File: config.mk
export PLATFORM = sky130hd
export DESIGN_NAME = clock_enable_gen_flat
export DESIGN_NICKNAME = d
export VERILOG_FILES = /design/src/rtl/clock_enable_gen_if.sv /design/src/rtl/clock_enable_gen.sv /design/src/flat_wrapper.sv
export SDC_FILE = /design/constraint.sdc
export NUM_CORES = 1
export LEC_CHECK = 0
export BUFFER_PORTS_ARGS = -buffer_cell sky130_fd_sc_hd__buf_4
export CORE_MARGIN = 4
export CORE_UTILIZATION = 40
export DETAILED_ROUTE_END_ITERATION = 10
export PLACE_DENSITY = 0.57
export SETUP_SLACK_MARGIN = 0.4
export SYNTH_ARGS = -nofsm -noshare
export SYNTH_HDL_FRONTEND = slang
export SYNTH_SLANG_ARGS = --single-unit
File: constraint.sdc
create_clock -name clock -period 3.7 [get_ports clock]
set_input_delay 0.925 -clock clock [delete_from_list [all_inputs] [get_ports clock]]
set_output_delay 0.925 -clock clock [all_outputs]
set_load 0.05 [all_outputs]
File: src/rtl/clock_enable_gen_if.sv
// clock_enable_gen_if
//   Bundles the control and strobe signals of clock_enable_gen.
//   master : the controlling side (drives lock, increments, run mask, sync)
//   slave  : the generator (returns enable strobes and ready)
//
//   locked : PLL lock, asynchronous to the generator clock
//   inc    : packed per-channel increments, channel i at [i*ACC_W +: ACC_W]
//   run    : per-channel enable
//   sync   : synchronous phase clear of all accumulators
//   ce     : registered single-cycle enable strobes
//   ready  : registered release-from-reset flag
interface clock_enable_gen_if #(
    parameter int unsigned CHANNELS = 4,
    parameter int unsigned ACC_W    = 24
);
    logic                         locked;
    logic [CHANNELS*ACC_W-1:0]    inc;
    logic [CHANNELS-1:0]          run;
    logic                         sync;
    logic [CHANNELS-1:0]          ce;
    logic                         ready;

    modport master (
        output locked,
        output inc,
        output run,
        output sync,
        input  ce,
        input  ready
    );

    modport slave (
        input  locked,
        input  inc,
        input  run,
        input  sync,
        output ce,
        output ready
    );
endinterface

File: src/rtl/clock_enable_gen.sv
// clock_enable_gen
//   Multi-channel fractional clock-enable generator. Each channel owns an
//   ACC_W-bit phase accumulator; the carry out of accumulator + increment is
//   registered as a one-cycle enable strobe, so the average strobe rate is
//   f_clock * inc / 2^ACC_W with at most one clock of jitter. A lock
//   synchroniser and hold counter produce 'ready', which also gates every
//   accumulator so no strobe is ever emitted before the PLL is stable.
//
//   clock : single clock, rising edge
//   reset : asynchronous, active-high
//   bus   : clock_enable_gen_if.slave (locked, inc, run, sync -> ce, ready)
module clock_enable_gen #(
    parameter int unsigned CHANNELS    = 4,
    parameter int unsigned ACC_W       = 24,
    parameter int unsigned HOLD_CYCLES = 1024
) (
    input  logic               clock,
    input  logic               reset,
    clock_enable_gen_if.slave  bus
);

    localparam int unsigned HCNT_W = $clog2(HOLD_CYCLES) + 1;
    localparam logic [HCNT_W-1:0] HCNT_LAST = HCNT_W'(HOLD_CYCLES - 1);

    typedef enum logic {
        ST_HOLD  = 1'b0,
        ST_READY = 1'b1
    } state_t;

    // Lock synchroniser; lk2 is the only internal view of 'locked'.
    logic lk1_q, lk1_d;
    logic lk2_q, lk2_d;

    // Hold counter and ready FSM.
    logic [HCNT_W-1:0] hcnt_q, hcnt_d;
    state_t            state_q, state_d;

    // Per-channel phase accumulators and registered strobes.
    logic [CHANNELS-1:0][ACC_W-1:0] acc_q, acc_d;
    logic [CHANNELS-1:0]            ce_q, ce_d;
    logic [CHANNELS-1:0][ACC_W:0]   sum_c;
    logic                           clear_all_c;

    // Synchroniser next state.
    always_comb begin
        lk1_d = bus.locked;
        lk2_d = lk1_q;
    end

    // Hold counter and ready FSM next state: count stable-lock edges, freeze
    // once ready, drop back to HOLD as soon as the synchronised lock falls.
    always_comb begin
        hcnt_d  = hcnt_q;
        state_d = state_q;
        if (!lk2_q) begin
            hcnt_d  = '0;
            state_d = ST_HOLD;
        end else if (state_q == ST_HOLD) begin
            hcnt_d = hcnt_q + HCNT_W'(1);
            if (hcnt_q == HCNT_LAST) begin
                state_d = ST_READY;
            end
        end
    end

    // Global clear: not ready, lock lost, or explicit phase sync.
    assign clear_all_c = (state_q != ST_READY) || !lk2_q || bus.sync;

    // Accumulator next state; the carry becomes next cycle's strobe, the
    // fractional remainder stays in the accumulator.
    always_comb begin
        acc_d = acc_q;
        ce_d  = '0;
        sum_c = '0;
        for (int i = 0; i < int'(CHANNELS); i++) begin
            sum_c[i] = {1'b0, acc_q[i]} + {1'b0, bus.inc[i*ACC_W +: ACC_W]};
            if (clear_all_c || !bus.run[i]) begin
                acc_d[i] = '0;
                ce_d[i]  = 1'b0;
            end else begin
                acc_d[i] = sum_c[i][ACC_W-1:0];
                ce_d[i]  = sum_c[i][ACC_W];
            end
        end
    end

    // All state flops.
    always_ff @(posedge clock or posedge reset) begin
        if (reset) begin
            lk1_q   <= 1'b0;
            lk2_q   <= 1'b0;
            hcnt_q  <= '0;
            state_q <= ST_HOLD;
            acc_q   <= '0;
            ce_q    <= '0;
        end else begin
            lk1_q   <= lk1_d;
            lk2_q   <= lk2_d;
            hcnt_q  <= hcnt_d;
            state_q <= state_d;
            acc_q   <= acc_d;
            ce_q    <= ce_d;
        end
    end

    assign bus.ce    = ce_q;
    assign bus.ready = (state_q == ST_READY);

endmodule

File: src/flat_wrapper.sv
// flat-port wrapper written by rule: the top's interface ports become plain ports
module clock_enable_gen_flat 
#(
    parameter int unsigned CHANNELS    = 4,
    parameter int unsigned ACC_W       = 24,
    parameter int unsigned HOLD_CYCLES = 1024
)
  (clock, reset, bus_locked, bus_inc, bus_run, bus_sync, bus_ce, bus_ready);
  clock_enable_gen_if #(.CHANNELS(CHANNELS), .ACC_W(ACC_W)) bus_i ();
  input  logic clock;
  input  logic reset;
  input wire logic [$bits(bus_i.locked)-1:0] bus_locked;
  input wire logic [$bits(bus_i.inc)-1:0] bus_inc;
  input wire logic [$bits(bus_i.run)-1:0] bus_run;
  input wire logic [$bits(bus_i.sync)-1:0] bus_sync;
  output wire logic [$bits(bus_i.ce)-1:0] bus_ce;
  output wire logic [$bits(bus_i.ready)-1:0] bus_ready;
  assign bus_i.locked = bus_locked;
  assign bus_i.inc = bus_inc;
  assign bus_i.run = bus_run;
  assign bus_i.sync = bus_sync;
  assign bus_ce = bus_i.ce;
  assign bus_ready = bus_i.ready;
  clock_enable_gen #(.CHANNELS(CHANNELS), .ACC_W(ACC_W), .HOLD_CYCLES(HOLD_CYCLES)) u_core (.clock(clock), .reset(reset), .bus(bus_i));
endmodule
==> summary.txt, run 1 <==
Synthesis
  • Yosys Warn Count: 0
  • Mapped cell area: ~8400 sq um
  • Async SR Flop Fraction: 100%
  • Sequential area share after synthesis: 34.1%
  • EDFF count, synth: 0
  • Syn nets: 1123
  • Number of library cell types mapped by synthesis: 58
  • Top_reg_cell synth: dfrtp_1
  • #FFs+latches synth: 114
  • Synth Area per Inst: 9.10 sq um
  • Cells after synthesis: 918

Setup path
  • CP Buf/Inv Count: 1
  • Critical Path RT: slightly below 4000 ps
  • Worst path max stage delay: around 440 ps
  • CP most frequent cell: a21oi_1
  • CP max FO: 3
  • Slowest CP cell: fa_1
  • Crit end category: register
  • Setup crit start kind: primary input
  • Top Family by Delay on Critical Path: compound AO/OA/AOI/OAI gates
  • Worst-path cell chain: buf_4 > ha_1 > fa_1 > a211o_1 > a21oi_1 > o31ai_1 > a311oi_1 > o21ai_0 > a21oi_1 > o32ai_1
  • CP arrival: between 3000 and 4000 ps
  • Setup Crit Path Kind: primary input to register

CTS
  • CTS tree: yes
  • Clk Latency, worst-skew pair: 420 ps
  • Root Buffer: clkbuf_16
  • H-tree depth: 4
  • CTS Buf Count: 17
  • Clk pin slew, worst setup/hold paths: 60 ps
  • Post-CTS Setup Bufs: 0
  • # hold bufs at CTS: 0
  • Post-cts sizing count: 0
  • Clock Tree Buf Depth: 2
  • Sink Count: 114

Timing
  • Final count of pins violating max slew: 0
  • FMAX: 334 MHz
  • Worst Clk Skew: 9.45 ps
  • Final hold violations: 0
  • Clock period minus worst slack: 2990 ps
  • Setup TNS: 0 ps
  • Crit share post-route: 80.9%
  • RSZ-0062 raised after global routing: no
  • Max-slew headroom: 38.5%
  • Least-Margin Pin Slew: 920 ps
  • Final setup vio count: 0

Route
  • DR pass1 iterations: 4
  • Drc violations: 0
  • Via Count: slightly above 7000
  • Drt via density: 5.44
  • Total wire length: 20.4 mm
  • WL/cell: 15.5 microns
  • ANT nets after route: 0
  • DR iter-0 viols: 362

Job
  • Max-Cap Viols: 0

Outcome
  • Status: finished clean

Power and ir drop
  • Static Leak: a little over 0.005 uW
  • Max rail drop VDD: 0.314 mV
  • Cell area power density: 341 nW/um^2

GRT
  • First-pass GRT wire length: ~34 mm
  • Overall Global Routing Usage: 17.5%
  • Routing usage on met2: 28.7%
  • Initial antenna violation count: 0
  • GRT met1 Usage: between 20% and 30%
  • Largest net degree at the start of global routing: 47
  • Remaining global-route overflow: 0
  • Vias in the first global route: 7087
  • Grt peak-use layer: met2
  • Met3 global-route usage: 3.81%

Cells and area
  • Final #Nets: 1237
  • Area added between synthesis and finish: 21.5%
  • Fin area: ~10000 sq um
  • Fillers: 1961
  • Diode count: 0
  • Share of cells above drive strength 1: between 10% and 20%
  • Post-Layout Cell Count: 1315

Floorplan
  • I/O pin cnt: 109
  • Starting Density: 41.0%
  • Die height: 153 microns
  • Core area: 20400 sq um
  • Die area: 23300 sq um
  • Row Count: 52
  • Die Wd: 153 microns

Placed design
  • Post-place instance area: approximately 9500 sq um
  • IO Port Bufs: 108
  • Post-DP HPWL: 15.2 mm
  • Placer Congestion: approximately 0.85
  • Placed insts: 1283

Hold path
  • Worst Hold Class: register to register
worst register-to-register path, stage by stage (launching register included):
cell      delay (ps)
dfrtp_1          360
ha_1             220
fa_1             440
a211o_1          340
a21oi_1          220
o31ai_1          100
a311oi_1         370
o21ai_0          140
a21oi_1          230
o32ai_1          130
path summary, 6_finish.rpt:
kind | startpoint | end | slack, ps | cells past startpoint
min in group asynchronous | reset | u_core.acc_q[36]$_DFF_PP0_ | 700 | 2
hold reg to reg | u_core.lk1_q$_DFF_PP0_ | u_core.lk2_q$_DFF_PP0_ | 350 | 0
setup / recovery | bus_inc[72] | u_core.bus.ce[3]$_DFF_PP0_ | 710 | 10
setup reg to reg | u_core.acc_q[72]$_DFF_PP0_ | u_core.bus.ce[3]$_DFF_PP0_ | 980 | 9
hold / removal | u_core.lk1_q$_DFF_PP0_ | u_core.lk2_q$_DFF_PP0_ | 350 | 0
max in group asynchronous | reset | u_core.acc_q[22]$_DFF_PP0_ | 2250 | 3
cells in the final DEF (no fill, tap or decap), types with 5 or more instances in the layout:
master and instances:
nand2_1 44, o211ai_1 13, a21boi_0 5, and3_1 21
a211oi_1 20, o21bai_1 15, nor2_1 100, nor3_1 16
inv_1 26, buf_4 113, xnor2_1 41, a21o_1 43
nand3_1 24, mux2i_1 6, nand4_1 15, and2_1 14
o21a_1 21, clkbuf_16 17, o21ai_0 43, bufinv_16 5
or3_1 6, nand2b_1 14, dfrtp_1 114, a31oi_1 10
ha_1 97, xor2_1 31, a21oi_1 83, nor2b_1 8
state kept, by name, summed over array words and instances, names as in the netlist:
name,flops
u_core.acc_q,96
u_core.hcnt_q,11
u_core.bus.ce,4
u_core.bus.ready,1
u_core.lk1_q,1
u_core.lk2_q,1
final cells by class:
type / count / area, sq um / area share (%)
Multi-Input combinational cell: 758 / 5330 / 52.5
Sequential cell: 114 / 2850 / 28.1
Timing Repair Buffer: 114 / 868 / 8.55
Clock buffer: 22 / 484 / 4.77
Tap cell: 270 / 338 / 3.33
Clock inverter: 10 / 178 / 1.75
Inverter: 27 / 105 / 1.03
per-layer routing:
metal,up-vias,wire (microns)
met5,-,0
met4,0,318
met3,25,852
met2,144,9330
met1,3362,9850
li1,3622,-
cell families (layout without fill, tap and decap cells):
family | after synthesis | in the layout | share of synthesized area, %
adders and majority gates | 101 | 101 | 15.5
xor gates and xnor gates | 72 | 72 | 7.55
DFF | 114 | 114 | 34.1
muxes | 6 | 6 | 0.719
and+or+nand+nor | 280 | 280 | 16.3
AOI/OAI and AO/OA | 299 | 299 | 23.7
buffers and inverters | 46 | 173 | 2.07
synthesized netlist by cell type, types with 5 or more instances:
library cell | n | share of area [%]
a211oi_1 | 20 | 1.8
a21boi_0 | 5 | 0.45
a21o_1 | 43 | 3.9
a21oi_1 | 83 | 5.0
a31oi_1 | 10 | 0.75
and2_1 | 14 | 1.0
and3_1 | 21 | 1.6
clkbuf_1 | 19 | 0.85
dfrtp_1 | 114 | 34
ha_1 | 97 | 15
inv_1 | 27 | 1.2
mux2i_1 | 6 | 0.72
nand2_1 | 44 | 2.0
nand2b_1 | 14 | 1.0
nand3_1 | 24 | 1.4
nand4_1 | 15 | 1.1
nor2_1 | 100 | 4.5
nor2b_1 | 8 | 0.60
nor3_1 | 16 | 0.96
o211ai_1 | 13 | 1.2
o21a_1 | 21 | 1.9
o21ai_0 | 43 | 2.6
o21bai_1 | 15 | 1.3
or3_1 | 6 | 0.45
xnor2_1 | 41 | 4.3
xor2_1 | 31 | 3.2
through the flow:
step	worst slack (ps)	total power, uW	hold slack [ps]	utilization [%]
2_1_floorplan	656	1460	331	-
3_3_place_gp	350	1610	342	46.6
3_5_place_dp	265	1610	343	46.6
4_1_cts	706	3510	355	49.9
5_1_grt	469	3590	364	49.9
6_report	705	3460	349	49.9
power by group:
part,internal [uW],switching (uW)
clock,1260,616
sequential,1250,5.83
combinational,155,170
total,2670,792
(Power assumes the default switching activity.)
==> run 2, diff against run 1 <==
--- a/config.mk
+++ b/config.mk
@@ -9,7 +9,7 @@
 export CORE_MARGIN = 4
 export CORE_UTILIZATION = 40
 export DETAILED_ROUTE_END_ITERATION = 10
-export PLACE_DENSITY = 0.57
+export PLACE_DENSITY = 0.55
 export SETUP_SLACK_MARGIN = 0.4
 export SYNTH_ARGS = -nofsm -noshare
 export SYNTH_HDL_FRONTEND = slang
==> constraint.sdc (replaced) <==
create_clock -name clock -period 3.1 [get_ports clock]
set_input_delay 0.775 -clock clock [delete_from_list [all_inputs] [get_ports clock]]
set_output_delay 0.775 -clock clock [all_outputs]
set_load 0.05 [all_outputs]
==> summary.txt, run 2 (synthesis results as in run 1) <==
Setup path
  • Setup Crit Path Kind: primary input to register
  • CP max FO: 3
  • Top Family by Delay on Critical Path: compound AO/OA/AOI/OAI gates
  • Worst-path cell chain: buf_4 > ha_4 > fa_2 > a211o_1 > buf_4 > a31oi_4 > o21ai_2 > a41o_1 > a311oi_2 > xor2_1 > nor2_1
  • CP Buf/Inv Count: 2
  • CP most frequent cell: buf_4
  • CP arrival: roughly 2900 ps
  • Slowest CP cell: fa_2
  • Critical Path RT: 3370 ps
  • Worst path max stage delay: 390 ps
  • Crit end category: register
  • Setup crit start kind: primary input

CTS
  • Clk Latency, worst-skew pair: 410 ps
  • Clk pin slew, worst setup/hold paths: 50 ps
  • Clock Tree Buf Depth: 2
  • CTS tree: yes
  • Root Buffer: clkbuf_16
  • Sink Count: approximately 110
  • # hold bufs at CTS: 0
  • CTS Buf Count: 17
  • H-tree depth: 4

Floorplan
  • Die height: 153 microns
  • Die area: 23300 sq um
  • Row Count: 52
  • Starting Density: between 40% and 50%
  • Die Wd: 153 microns
  • Core area: a little over 20000 sq um
  • I/O pin cnt: 109

Timing
  • FMAX: 384 MHz
  • Final setup vio count: 0
  • Clock period minus worst slack: 2610 ps
  • Crit share post-route: 84.1%
  • Final count of pins violating max slew: 0
  • RSZ-0062 raised after global routing: yes
  • Least-Margin Pin Slew: between 700 and 800 ps
  • Max-slew headroom: 47.4%
  • Worst Clk Skew: 12.6 ps
  • Final hold violations: 0
  • Post-route setup slack: 493 ps
  • Setup TNS: 0 ps

Outcome
  • Status: finished clean

Route
  • ANT nets after route: 0
  • Drt via density: between 5 and 6
  • Drc violations: 0
  • WL/cell: 15.0 microns
  • DR pass1 iterations: 4
  • Total wire length: 20.0 mm
  • Via Count: 7114
  • DR iter-0 viols: 253

Power and ir drop
  • Pint: 2900 uW
  • Max rail drop VDD: roughly 0.32 mV
  • Sw Pwr: 889 uW
  • Cell area power density: between 300 and 400 nW/um^2
  • Sequential share of power: between 30% and 40%
  • Switching Share: a little under a quarter
  • Gate power share: 10.5%
  • Clock network power share: about half
  • Static Leak: ~0.0051 uW

Cells and area
  • Commonest non-fill, non-tap cell in the layout: buf_4
  • Area added between synthesis and finish: 23.6%
  • Fin util: slightly above 50%
  • Register area: 2850 sq um
  • Max FFs per register: between 90 and 100
  • Final #Nets: 1256
  • Most frequent cells in the layout: 131 x buf_4, 114 x dfrtp_1, 100 x nor2_1, 95 x ha_1, 79 x a21oi_1
  • Diode count: 0
  • Fillers: 1956
  • Area of the multi-input gates: around 5500 sq um
  • Share of cells above drive strength 1: 17.7%
  • Reg with most FFs: u_core.acc_q

Placed design
  • Setup WS pre-CTS: 8.86 ps
  • Placer Congestion: about 0.85
  • Post-DP HPWL: 15.2 mm
  • IO Port Bufs: 108

GRT
  • Overall Global Routing Usage: 17.4%
  • Initial antenna violation count: 0
  • First-pass GRT wire length: 34.0 mm
  • Remaining global-route overflow: 0
  • Largest net degree at the start of global routing: 52
  • Vias in the first global route: 7120

Hold path
  • Worst Hold Class: register to register

Job
  • Max-Cap Viols: 0
[run 2: changes by cell type in the layout (fill, tap and decap cells not counted), sizes merged]
cell,before,now
buf,114,133
bufinv,5,2
clkbuf,22,25
clkinvlp,2,1
[run 2: metrics by stage]
step / hold WS (ps) / cell area, sq um / instances / total power (uW)
2_1_floorplan: 331 / 8430 / 918 / 1740
3_3_place_gp: 337 / 9680 / 1297 / 1930
4_1_cts: 349 / 10200 / 1328 / 3860
3_5_place_dp: 337 / 9680 / 1297 / 1920
6_report: 347 / 10300 / 1333 / 3790
5_1_grt: 361 / 10300 / 1333 / 3960
[run 2: worst paths after layout]
| check | start | endpoint | slack (ps) | depth (start not counted) |
|---|---|---|---|---|
| setup / recovery | bus_inc[72] | u_core.acc_q[94]$_DFF_PP0_ | 490 | 11 |
| hold / removal | u_core.lk1_q$_DFF_PP0_ | u_core.lk2_q$_DFF_PP0_ | 350 | 0 |
| setup reg to reg | u_core.acc_q[72]$_DFF_PP0_ | u_core.acc_q[94]$_DFF_PP0_ | 580 | 10 |
| hold reg to reg | u_core.lk1_q$_DFF_PP0_ | u_core.lk2_q$_DFF_PP0_ | 350 | 0 |
| max in group asynchronous | reset | u_core.hcnt_q[5]$_DFFE_PP0P_ | 1930 | 3 |
| min in group asynchronous | reset | u_core.acc_q[91]$_DFF_PP0_ | 480 | 2 |
[run 2: repair_timing]
action | 4_1_cts | 5_1_grt
resized for setup | 0 | 10
buffers inserted | 0 | 5
endpoints found under the setup margin | 0 | 13
[run 2: layer usage]
layer	up-vias	routed length, microns	global-route usage (%)
met5	-	0	0
li1	3654	-	-
met3	16	913	4.15
met4	0	237	4.54
met2	131	9160	28.0
met1	3313	9700	23.6
[run 2: cell type report]
type / instances / share of cell area, %
clock inverter: 6 / 0.775
inverter: 27 / 1.02
tap: 270 / 3.27
timing repair buffer: 133 / 9.91
sequential: 114 / 27.6
clock buffer: 25 / 4.60
multi-input combinational: 758 / 52.8
[run 2: power by group through the flow]
| stage | logic [uW] | clock network (uW) | registers [uW] |
|---|---|---|---|
| floorplan | 219 | 0 | 1520 |
| global placement | 399 | 0 | 1530 |
| detailed placement | 398 | 0 | 1530 |
| CTS | 400 | 1960 | 1500 |
| global route | 447 | 2020 | 1500 |
| finish | 396 | 1890 | 1500 |
==> run 3, diff against run 2 <==
==> constraint.sdc (replaced) <==
create_clock -name clock -period 2.45 [get_ports clock]
set_input_delay 0.6125 -clock clock [delete_from_list [all_inputs] [get_ports clock]]
set_output_delay 0.6125 -clock clock [all_outputs]
set_load 0.05 [all_outputs]
==> summary.txt, run 3 (synthesis results as in run 1) <==
Outcome
  • Status: finished clean

Setup path
  • Worst path max stage delay: 390 ps
  • Setup crit start kind: register
  • Crit end category: register
  • FF-to-FF End: u_core.acc_q[94]$_DFF_PP0_
  • Reg-to-reg critical path startpoint: u_core.acc_q[72]$_DFF_PP0_
  • Slowest CP cell: dfrtp_1
  • Worst-path cell chain: ha_4 > fa_2 > a211o_4 > a31oi_4 > o21ai_2 > a41o_1 > a311oi_2 > xor2_1 > nor2_1
  • Top Family by Delay on Critical Path: compound AO/OA/AOI/OAI gates
  • Critical Path RT: around 2800 ps
  • R2r setup slk: 110 ps
  • CP Buf/Inv Count: 0
  • CP arrival: 2640 ps
  • CP max FO: 3
  • Setup Crit Path Kind: register to register
  • Reg2reg path depth: 9

Route
  • Drt via density: roughly 5.3
  • Drc violations: 0
  • ANT nets after route: 0
  • WL/cell: 15.7 microns
  • Total wire length: 23.1 mm
  • DR pass1 iterations: 5
  • DR iter-0 viols: just over 300
  • Via Count: 7812

Cells and area
  • Commonest non-fill, non-tap cell in the layout: buf_4
  • Max FFs per register: 96
  • Fillers: around 1700
  • Share of cells above drive strength 1: 37.6%
  • Register area: 2850 sq um
  • Diode count: 0
  • Fin area: 12500 sq um
  • Area added between synthesis and finish: 49.6%
  • Reg with most FFs: u_core.acc_q
  • Area of the multi-input gates: 6460 sq um
  • Final #Nets: between 1000 and 1500
  • Most frequent cells in the layout: 248 x buf_4, 113 x dfrtp_1, 96 x nor2_1, 62 x ha_1, 54 x a21oi_1
  • Post-Layout Cell Count: 1471

Timing
  • Final setup vio count: 0
  • FMAX: 427 MHz
  • Clock period minus worst slack: around 2300 ps
  • Max-slew headroom: roughly 57%
  • Final hold violations: 0
  • Least-Margin Pin Slew: 639 ps
  • Worst Clk Skew: 10.8 ps
  • Crit share post-route: 95.5%
  • Final count of pins violating max slew: 0
  • RSZ-0062 raised after global routing: yes

Floorplan
  • Die Wd: 153 microns
  • Die height: 153 microns
  • Die area: 23300 sq um
  • Row Count: 52
  • Starting Density: 41.0%
  • Core area: slightly above 20000 sq um
  • I/O pin cnt: between 100 and 150

GRT
  • First-pass GRT wire length: 38.6 mm
  • Largest net degree at the start of global routing: 31
  • Overall Global Routing Usage: 19.7%
  • Remaining global-route overflow: 0
  • Vias in the first global route: between 7000 and 8000
  • Initial antenna violation count: 0

Placed design
  • IO Port Bufs: 108
  • Post-DP HPWL: ~17 mm
  • Placed insts: 1404
  • Post-place instance area: 11000 sq um
  • Placer Congestion: 0.848

CTS
  • CTS tree: yes
  • # hold bufs at CTS: 0
  • Root Buffer: clkbuf_16
  • Sink Count: 114
  • Clk pin slew, worst setup/hold paths: approximately 60 ps
  • H-tree depth: 4
  • CTS Buf Count: 17
  • Clock Tree Buf Depth: 2
  • Clk Latency, worst-skew pair: 420 ps

Job
  • Max-Cap Viols: 0

Power and ir drop
  • Static Leak: 0.00598 uW
  • Cell area power density: 398 nW/um^2
  • Max rail drop VDD: 0.402 mV

Hold path
  • Worst Hold Class: primary input to async pin
## run 3: cell types whose count changed in the layout (fill, tap and decap cells not counted), sizes merged
cell / previous run / this run
buf: 133 / 273
clkbuf: 25 / 24
clkinv: 4 / 3
## run 3: metrics by stage
step | setup TNS, ps | worst slack (ps) | util [%] | hold slack, ps | power (uW)
6_report | 0 | 110 | 61.4 | 285 | 4970
5_1_grt | 0 | 18.5 | 61.4 | 295 | 5190
4_1_cts | 0 | 10.4 | 59.0 | 287 | 5030
3_5_place_dp | -6980 | -397 | 54.2 | 337 | 2550
3_3_place_gp | -5080 | -343 | 54.2 | 337 | 2540
2_1_floorplan | -479 | -160 | - | 331 | 2240
## run 3: timing repair
item | 4_1_cts | 5_1_grt
setup buffers | 22 | 16
pin swaps | 76 | 63
resized for setup | 49 | 72
setup endpoints to repair | 56 | 67
## run 3: worst max path at each step
stage	start	end	slack, ps	depth (start not counted)
floorplan	bus_inc[72]	u_core.acc_q[94]$_DFF_PP0_	-160	9
global placement	bus_inc[72]	u_core.acc_q[92]$_DFF_PP0_	-340	10
detailed placement	bus_inc[72]	u_core.acc_q[92]$_DFF_PP0_	-400	10
CTS	u_core.acc_q[72]$_DFF_PP0_	u_core.acc_q[92]$_DFF_PP0_	10	9
global route	u_core.acc_q[0]$_DFF_PP0_	u_core.acc_q[20]$_DFF_PP0_	20	9
finish	u_core.acc_q[72]$_DFF_PP0_	u_core.acc_q[94]$_DFF_PP0_	110	9
## run 3: report_power, final
group	internal (uW)	switching (uW)
combinational	332	320
clock	1560	865
sequential	1890	9.67
## run 3: worst register-to-register path: cells and delay by family (launching register included)
family                   cells  cell delay (ps)
XOR/XNOR                     1              170
adder cells (fa/ha/maj)      2              520
flip-flops                   1              390
AND/OR/NAND/NOR              1               50
AO/OA/AOI/OAI                5             1110
## run 3: area by class of cell
type                    instances  share of cell area [%]
flip-flops and latches        114                    22.8
repair buffers                273                    17.4
inverters                      27                   0.841
well taps                     270                    2.70
clock buffers                  24                    3.85
multi-input cells             758                    51.7
clock inverters                 5                   0.631
## run 3: per-layer routing
metal	global-route usage (%)	vias to the layer above	part of all wire [%]
li1	-	3916	-
met1	27.4	3722	48
met2	32.1	148	47
met3	3.32	26	3.5
met4	5.09	0	1.6
met5	0	-	0
